$ cat src/rtl/pipe_pkg.sv
// Shared definitions for the pipeline stage registers.
//   pipe_ctrl_t  : hazard-unit control bundle (start, stall, flush)
//   *_W          : payload widths of the four inter-stage registers
//   cnt_t        : performance counter type, plus a saturating increment helper
package pipe_pkg;

  typedef struct packed {
    logic start;
    logic stall;
    logic flush;
  } pipe_ctrl_t;

  localparam int unsigned PIPE_CTRL_W = $bits(pipe_ctrl_t);

  localparam int unsigned IF_ID_W  = 64;   // PC + instruction
  localparam int unsigned ID_EX_W  = 128;
  localparam int unsigned EX_MEM_W = 96;
  localparam int unsigned MEM_WB_W = 72;

  localparam int unsigned CNT_W = 32;

  typedef logic [CNT_W-1:0] cnt_t;

  // Holds at all-ones instead of wrapping.
  function automatic cnt_t sat_inc(input cnt_t v);
    return (v == '1) ? v : v + cnt_t'(1);
  endfunction

endpackage

$ cat src/rtl/pipe_stage_reg_if.sv
// Valid/ready/data handshake bundle between two pipeline stages.
//   master : drives valid and data, receives ready
//   slave  : receives valid and data, drives ready
interface pipe_stage_reg_if #(
  parameter int unsigned DATA_W = 64
) ();

  logic              valid;
  logic              ready;
  logic [DATA_W-1:0] data;

  modport master (output valid, output data, input ready);
  modport slave  (input valid, input data, output ready);

endinterface

$ cat src/rtl/pipe_perf_cnt.sv
// Saturating event counter used by pipe_stage_reg for stall/flush statistics.
// Only elaborated when PIPE_PERF_CNT_EN is defined.
//   clk   : clock, rising edge
//   rst_i : asynchronous active-low reset, clears the count
//   inc_i : count one event this cycle
//   cnt_o : current count, sticks at all-ones
`ifdef PIPE_PERF_CNT_EN
module pipe_perf_cnt
  import pipe_pkg::*;
(
  input  logic clk,
  input  logic rst_i,
  input  logic inc_i,
  output cnt_t cnt_o
);

  cnt_t cnt_q;

  always_ff @(posedge clk or negedge rst_i) begin
    if (!rst_i) begin
      cnt_q <= '0;
    end else if (inc_i) begin
      cnt_q <= sat_inc(cnt_q);
    end
  end

  assign cnt_o = cnt_q;

endmodule
`endif

$ cat src/rtl/pipe_stage_reg.sv
// Generic inter-stage pipeline register (IF/ID, ID/EX, EX/MEM, MEM/WB).
// Passes a DATA_W payload bit-exact with 1-cycle latency and full throughput, gated by
// start_i and controlled by the hazard unit through stall_i / flush_i.
// Priority: reset > start_i=0 (freeze) > flush_i > stall_i > normal.
//   clk          : clock, rising edge
//   rst_i        : asynchronous active-low reset
//   start_i      : run enable; 0 freezes all state and handshakes
//   stall_i      : hold contents, no handshakes
//   flush_i      : drop contents (and same-cycle input)
//   in_if        : upstream valid/ready/data (slave)
//   out_if       : downstream valid/ready/data (master)
//   start_o      : start_i delayed by one cycle
//   stall_cnt_o  : cycles with start_i & stall_i   (PIPE_PERF_CNT_EN only)
//   flush_cnt_o  : cycles with start_i & flush_i   (PIPE_PERF_CNT_EN only)
// Parameters: SKID=1 adds a second entry and makes in_ready depend only on state;
// SKID=0 uses one entry with in_ready combinational on out ready. FLUSH_ZERO=1 also clears
// payload registers on flush.
// Define PIPE_PERF_CNT_EN to add the saturating stall/flush counters.
module pipe_stage_reg
  import pipe_pkg::*;
#(
  parameter int unsigned DATA_W     = IF_ID_W,
  parameter int unsigned SKID       = 1,
  parameter int unsigned FLUSH_ZERO = 1
) (
  input  logic             clk,
  input  logic             rst_i,
  input  logic             start_i,
  input  logic             stall_i,
  input  logic             flush_i,
  pipe_stage_reg_if.slave  in_if,
  pipe_stage_reg_if.master out_if,
  output logic             start_o
`ifdef PIPE_PERF_CNT_EN
  ,
  output cnt_t             stall_cnt_o,
  output cnt_t             flush_cnt_o
`endif
);

  pipe_ctrl_t ctrl;
  assign ctrl = '{start: start_i, stall: stall_i, flush: flush_i};

  logic              run;
  logic              in_ready;
  logic              out_valid;
  logic              in_xfer;
  logic              out_xfer;
  logic              main_valid_q;
  logic [DATA_W-1:0] main_data_q;
  logic              start_q;

  // Handshakes are only offered while running normally; this also keeps a frozen or stalled
  // stage from presenting a transfer it will not commit.
  assign run       = ctrl.start & ~ctrl.flush & ~ctrl.stall;
  assign out_valid = run & main_valid_q;
  assign in_xfer   = in_if.valid & in_ready;
  assign out_xfer  = out_valid & out_if.ready;

  assign in_if.ready  = in_ready;
  assign out_if.valid = out_valid;
  assign out_if.data  = main_data_q;

  always_ff @(posedge clk or negedge rst_i) begin
    if (!rst_i) begin
      start_q <= 1'b0;
    end else begin
      start_q <= ctrl.start;
    end
  end

  assign start_o = start_q;

  if (SKID != 0) begin : g_skid
    logic              skid_valid_q;
    logic [DATA_W-1:0] skid_data_q;

    // rst_i gate keeps ready low during reset even though skid_valid_q is 0 then.
    assign in_ready = rst_i & run & ~skid_valid_q;

    always_ff @(posedge clk or negedge rst_i) begin
      if (!rst_i) begin
        main_valid_q <= 1'b0;
        main_data_q  <= '0;
        skid_valid_q <= 1'b0;
        skid_data_q  <= '0;
      end else if (ctrl.start) begin
        if (ctrl.flush) begin
          main_valid_q <= 1'b0;
          skid_valid_q <= 1'b0;
          if (FLUSH_ZERO != 0) begin
            main_data_q <= '0;
            skid_data_q <= '0;
          end
        end else if (!ctrl.stall) begin
          if (out_xfer) begin
            // Skid is older than anything arriving now, so it refills main first.
            // in_xfer cannot coincide with a full skid since in_ready is low then.
            if (skid_valid_q) begin
              main_data_q  <= skid_data_q;
              skid_valid_q <= 1'b0;
            end else if (in_xfer) begin
              main_data_q <= in_if.data;
            end else begin
              main_valid_q <= 1'b0;
            end
          end else if (in_xfer) begin
            if (main_valid_q) begin
              skid_valid_q <= 1'b1;
              skid_data_q  <= in_if.data;
            end else begin
              main_valid_q <= 1'b1;
              main_data_q  <= in_if.data;
            end
          end
        end
      end
    end
  end else begin : g_no_skid
    assign in_ready = rst_i & run & (~main_valid_q | out_if.ready);

    always_ff @(posedge clk or negedge rst_i) begin
      if (!rst_i) begin
        main_valid_q <= 1'b0;
        main_data_q  <= '0;
      end else if (ctrl.start) begin
        if (ctrl.flush) begin
          main_valid_q <= 1'b0;
          if (FLUSH_ZERO != 0) begin
            main_data_q <= '0;
          end
        end else if (!ctrl.stall) begin
          if (in_xfer) begin
            main_valid_q <= 1'b1;
            main_data_q  <= in_if.data;
          end else if (out_xfer) begin
            main_valid_q <= 1'b0;
          end
        end
      end
    end
  end

`ifdef PIPE_PERF_CNT_EN
  pipe_perf_cnt u_stall_cnt (
    .clk   (clk),
    .rst_i (rst_i),
    .inc_i (ctrl.start & ctrl.stall),
    .cnt_o (stall_cnt_o)
  );

  pipe_perf_cnt u_flush_cnt (
    .clk   (clk),
    .rst_i (rst_i),
    .inc_i (ctrl.start & ctrl.flush),
    .cnt_o (flush_cnt_o)
  );
`endif

endmodule

$ cat src/flat_wrapper.sv
// flat-port wrapper written by rule: the top's interface ports become plain ports
module pipe_stage_reg_flat import pipe_pkg::*;
#(
  parameter int unsigned DATA_W     = IF_ID_W,
  parameter int unsigned SKID       = 1,
  parameter int unsigned FLUSH_ZERO = 1
)
  (clk, rst_i, start_i, stall_i, flush_i, start_o, in_if_valid, in_if_data, in_if_ready, out_if_valid, out_if_data, out_if_ready);
  pipe_stage_reg_if #(.DATA_W(DATA_W)) in_if_i ();
  pipe_stage_reg_if #(.DATA_W(DATA_W)) out_if_i ();
  input  logic clk;
  input  logic rst_i;
  input  logic start_i;
  input  logic stall_i;
  input  logic flush_i;
  output logic start_o;
  input wire logic [$bits(in_if_i.valid)-1:0] in_if_valid;
  input wire logic [$bits(in_if_i.data)-1:0] in_if_data;
  output wire logic [$bits(in_if_i.ready)-1:0] in_if_ready;
  output wire logic [$bits(out_if_i.valid)-1:0] out_if_valid;
  output wire logic [$bits(out_if_i.data)-1:0] out_if_data;
  input wire logic [$bits(out_if_i.ready)-1:0] out_if_ready;
  assign in_if_i.valid = in_if_valid;
  assign in_if_i.data = in_if_data;
  assign in_if_ready = in_if_i.ready;
  assign out_if_valid = out_if_i.valid;
  assign out_if_data = out_if_i.data;
  assign out_if_i.ready = out_if_ready;
  pipe_stage_reg #(.DATA_W(DATA_W), .SKID(SKID), .FLUSH_ZERO(FLUSH_ZERO)) u_core (.clk(clk), .rst_i(rst_i), .start_i(start_i), .stall_i(stall_i), .flush_i(flush_i), .in_if(in_if_i), .out_if(out_if_i), .start_o(start_o));
endmodule
$ cat config.mk
export PLATFORM = sky130hd
export DESIGN_NAME = pipe_stage_reg_flat
export DESIGN_NICKNAME = d
export VERILOG_FILES = /design/src/rtl/pipe_pkg.sv /design/src/rtl/pipe_stage_reg_if.sv /design/src/rtl/pipe_perf_cnt.sv /design/src/rtl/pipe_stage_reg.sv /design/src/flat_wrapper.sv
export SDC_FILE = /design/constraint.sdc
export NUM_CORES = 1
export LEC_CHECK = 0
export BUFFER_PORTS_ARGS = -buffer_cell sky130_fd_sc_hd__buf_4
export CAP_MARGIN = 5
export CORE_MARGIN = 2
export CORE_UTILIZATION = 48
export DETAILED_ROUTE_END_ITERATION = 7
export PLACE_DENSITY = 0.76
export SLEW_MARGIN = 0
export SYNTH_ARGS = -nofsm -noshare
export SYNTH_HDL_FRONTEND = slang
export SYNTH_SLANG_ARGS = --single-unit
$ cat constraint.sdc
create_clock -name clk -period 1.48 [get_ports clk]
set_input_delay 0.222 -clock clk [delete_from_list [all_inputs] [get_ports clk]]
set_output_delay 0.222 -clock clk [all_outputs]
set_load 0.02 [all_outputs]
# == Word-level counts from Yosys, hierarchy flattened ==
# Cells that the tools add are included.
# word_totals
input_bits,71
elab_cells,52
output_inout_bits,67
register_bits,131
# op_classes
mux,23
bitwise,10
n_eq_ne,5
reduce_logical,9
# ops
cell,n
two-way mux 64 bit,12
AND reduction 5 bit,3
two-way mux 1 bit,11
nonzero test 3 bit,3
AND 1 bit,7
"!= test 3 bit, second input constant",2
AND reduction 4 bit,1
nonzero test 2 bit,2
"!= test 3 x 2 -> 1 bit, second input constant",1
NOT 1 bit,3
"!= test 2 x 1 -> 1 bit, second input constant",1
"!= test 2 bit, second input constant",1

# == Depth between registers and ports, before layout ==
# logic_depth
word_depth,11
depth_mapped,6
depth_no_buf,4

# == Worst setup path after synthesis ==
# Ideal clock, no wire load.
# synth_timing
path_type,reg-to-reg
start,register u_core.main_valid_q
end,register u_core.g_skid.skid_data_q[27]
synth_period_minus_slack_ps,1518
arrival_time_ps,1397
path_buffers,2
slack_ps,-38
setup_ps,121
required_ps,1359
path_stages_with_launch,7
cell_sequence,dfrtp_1 nor2b_1 and4_1 and2_1 buf_6 buf_2 a22o_1
# synth_between
elab_chain_len,4
word_cells_on_any_way,5
cone_classes,eq/ne (1); bitwise (2); reduce/logical (2)
# synth_lines
element,line,rtl
from (decl),pipe_stage_reg.sv:49,logic main_valid_q;
from (signal assigned),pipe_stage_reg.sv:83,main_valid_q <= 1'b0;
from (signal assigned),pipe_stage_reg.sv:89,main_valid_q <= 1'b0;
from (signal assigned),pipe_stage_reg.sv:105,main_valid_q <= 1'b0;
AND 1 bit,pipe_stage_reg.sv:56,assign out_valid = run & main_valid_q;
AND 1 bit,pipe_stage_reg.sv:58,assign out_xfer = out_valid & out_if.ready;
!= test 2 bit (no source line),--,
AND reduction 5 bit (no source line) (*),--,
to (signal assigned),pipe_stage_reg.sv:110,skid_data_q <= in_if.data;
to (decl),pipe_stage_reg.sv:76,logic [DATA_W-1:0] skid_data_q;
# Mark *: on every way between the ends. The rest lies on a longest branch, timed or not.
# A chain may end at the register's enable or synchronous reset.

# == Worst setup path after layout ==
# layout_timing
start,register u_core.g_skid.skid_valid_q
end,output port in_if_ready
# layout_between
elab_chain_len,2
# layout_lines
element,line,rtl
from (decl),pipe_stage_reg.sv:75,logic skid_valid_q;
from (signal assigned),pipe_stage_reg.sv:85,skid_valid_q <= 1'b0;
from (signal assigned),pipe_stage_reg.sv:90,skid_valid_q <= 1'b0;
from (signal assigned),pipe_stage_reg.sv:101,skid_valid_q <= 1'b0;
NOT 1 bit,pipe_stage_reg.sv:79,assign in_ready = rst_i & run & ~skid_valid_q;
AND 1 bit,pipe_stage_reg.sv:79,
to (decl),flat_wrapper.sv:19,output wire logic [$bits(in_if_i.ready)-1:0] in_if_ready;
# No other way between the ends.

==> results_dict.tcl <==
set metrics [dict create \
    status "complete, but fails checks" \
    violations "setup timing" \
    yosysMostFrequentCell "dfrtp_1" \
    yosys.area.top_type_share_pct 60.2 \
    crit_fanout 5 \
    pin_count 138 \
    start_util_pct 49.8 \
    finalMaxSlewViolations 0 \
    grt_use_total_pct 23.0 \
    final_nets 608 \
    dieArea_sq_um 12200 \
    rsz0062_at_grt "yes" \
    drive_gt1_share_pct 40.4 \
    min_period_ns 1.62 \
    reg2reg_slack_ns -0.12 \
    cts_sinks 131 \
    max-cap-violations 0 \
    relSlewSlack_pct 42.5 \
    vias 4081 \
    clock_latency_ns 0.41 \
    overflow 0 \
    final_antenna_net_count 0 \
    ys_warn_count 0 \
    grt_start_max_net_pins 70 \
    dp_cells 644 \
    totalWireLength_mm 14.8 \
    r2r-start "u_core.g_skid.skid_valid_q$_DFFE_PN0P_" \
    finalCritPeriodShare_pct 109 \
    avgViaCountPerCell 5.91 \
    yosys-top-cells-area "dfrtp_1 (60%), mux2i_1 (12%), a22o_1 (10%), o2bb2ai_1 (10%), buf_6 (2.9%)" \
    peakVddDrop_v 0.000870 \
    ys_top_cells_by_count "dfrtp_1 (131), a22o_1 (64), mux2i_1 (64), o2bb2ai_1 (64), buf_6 (14)" \
    setup_violations 131 \
    grt_pass1_wl_mm 22.4 \
    cts_buffers 17 \
    hold_class "in -> async" \
    synth-async-reset-ratio_pct 100 \
    stdcell_count 690 \
    diodes 0 \
    fin_ws_ns -0.139 \
    fmax_mhz 618 \
    root_buffer "clkbuf_16" \
    syn_area_per_cell_sq_um 14.5 \
    die_y_um 111 \
    portBuffers 137 \
    grt_pass1_vias 4179 \
    clock_path_buffers 2 \
    cts_tree "done" \
    clkTransAtPathRegs_ns 0.05 \
    finalClockSkew_ns 0.00586 \
    dr_wl_met3_um 806 \
    crit_path_end_kind "output port" \
    whs_ns 0.0476 \
    antenna_found_initial 0 \
    syn-num-nets 447 \
    worst_setup_path_start_kind "flop" \
    top_layer_used "met4" \
    synth_ff_type "dfrtp_1" \
    dr.pass1.iters 4 \
    rr_endpoint "u_core.g_skid.skid_data_q[28]$_DFFE_PN0P_" \
    drt_iter0_markers 313 \
    ys_ff_latch 131 \
    wl_per_cell_um 21.4 \
    power.leakage_nw 3.61 \
    synth-edff-count 0 \
    worst_pin_slew_ns 0.863 \
    power_density_nw_per_um2 1200 \
    h-tree-depth 4 \
    place.gp.congestion 0.801 \
    std_cell_rows 38 \
    cp.required_ns 1.26 \
    synth_cells 376 \
    wl_met2_mm 7.37 \
    place_ws_ns -0.100 \
    fin_area_sq_um 7690 \
    ff2ff_path_depth 6 \
    die_x_um 111 \
    synthesis.area_sq_um 5450 \
    path_class "reg -> out" \
    place_area_sq_um 6720 \
    yosys.area.top_type "dfrtp_1" \
    worstPathArrival_ns 1.40 \
    dp.final_hpwl_mm 8.31 \
    ys_seq_area_share_pct 60.2 \
    drc 0 \
    coreArea_sq_um 10900 \
    wl_met1_mm 6.44 \
    area_delta_synth_final_pct 41.1 \
    hold_viol 0 \
    yosysUniqueCellTypes 25 \
]
[flip-flops by register name, summed over array words and instances (netlist names)]
name / count
u_core.g_skid.skid_data_q: 64
u_core.start_o: 1
u_core.g_skid.skid_valid_q: 1
u_core.out_if.data: 64
u_core.main_valid_q: 1
[power by group]
group,internal [mW],switching (mW),total (mW)
Combinational,0.445,0.484,0.928
Sequential,3.70,0.0800,3.78
Clock,3.04,1.49,4.53
Total,7.18,2.06,9.24
[repair_timing]
action                                 in CTS  in global routing
gates cloned                                1                  7
hold buffers                                1                  0
setup endpoints to repair                 130                131
endpoints found under the hold margin       1                  0
setup buffers                               3                  3
pin swaps                                   3                  7
gates resized for setup                     8                 14
[stage by stage]
step / util (%) / setup TNS (ns) / total power [mW]
2_1_floorplan: - / -1.91 / 4.18
3_3_place_gp: 61.4 / -1.12 / 4.67
3_5_place_dp: 61.4 / -7.04 / 4.69
4_1_cts: 68.2 / -5.53 / 9.23
5_1_grt: 70.3 / -17.29 / 9.55
6_report: 70.3 / -10.79 / 9.24
[kinds of logic after synthesis]
family / Yosys count / share of synthesized area (%)
multiplexers: 64 / 11.8
flip-flops: 131 / 60.2
AND/OR/NAND/NOR: 10 / 1.24
AO/OA/AOI/OAI: 137 / 22.1
buffers and inverters: 34 / 4.73
[how the worst max path moves through the flow]
stage / slack (ns) / end / start
final: -0.14 / in_if_ready / u_core.g_skid.skid_valid_q$_DFFE_PN0P_
after global routing: -0.20 / in_if_ready / u_core.g_skid.skid_valid_q$_DFFE_PN0P_
after CTS: -0.11 / in_if_ready / u_core.g_skid.skid_valid_q$_DFFE_PN0P_
after detailed placement: -0.10 / u_core.out_if.data[62]$_DFFE_PN0P_ / u_core.g_skid.skid_valid_q$_DFFE_PN0P_
after global placement: -0.04 / u_core.out_if.data[4]$_DFFE_PN0P_ / u_core.g_skid.skid_valid_q$_DFFE_PN0P_
after floorplan: -0.03 / u_core.out_if.data[10]$_DFFE_PN0P_ / u_core.g_skid.skid_valid_q$_DFFE_PN0P_
[layout make-up]
type,instances,area [sq um]
Clock buffer,23,498
Inverter,2,7.51
Multi-Input combinational cell,212,2000
Tap cell,140,175
Fill cell,755,3250
Timing Repair Buffer,173,1580
Clock inverter,9,149
Sequential cell,131,3280
[metal layers]
| metal | vias to the layer above | GRT usage [%] |
|---|---|---|
| met3 | 13 | 5.98 |
| li1 | 1792 | - |
| met2 | 153 | 36.0 |
| met4 | 0 | 6.50 |
| met1 | 2123 | 32.1 |
| met5 | - | 0 |
[worst max-delay path, stage by stage, from the launching register on]
cell and delay, ns:
dfrtp_2 0.47, nor2_4 0.13, buf_6 0.11, and3_4 0.18, buf_6 0.11
[cell usage in the layout (no fill, tap or decap), types with 2 or more instances in the layout]
master / count
buf_4: 148
buf_12: 10
dfrtp_1: 130
bufinv_16: 4
clkbuf_8: 5
buf_6: 6
o2bb2ai_2: 3
a22o_1: 64
mux2i_1: 64
clkbuf_16: 23
o2bb2ai_1: 61
o21ai_4: 2
and3_4: 3
clkinv_2: 4
(Power assumes the default switching activity.)
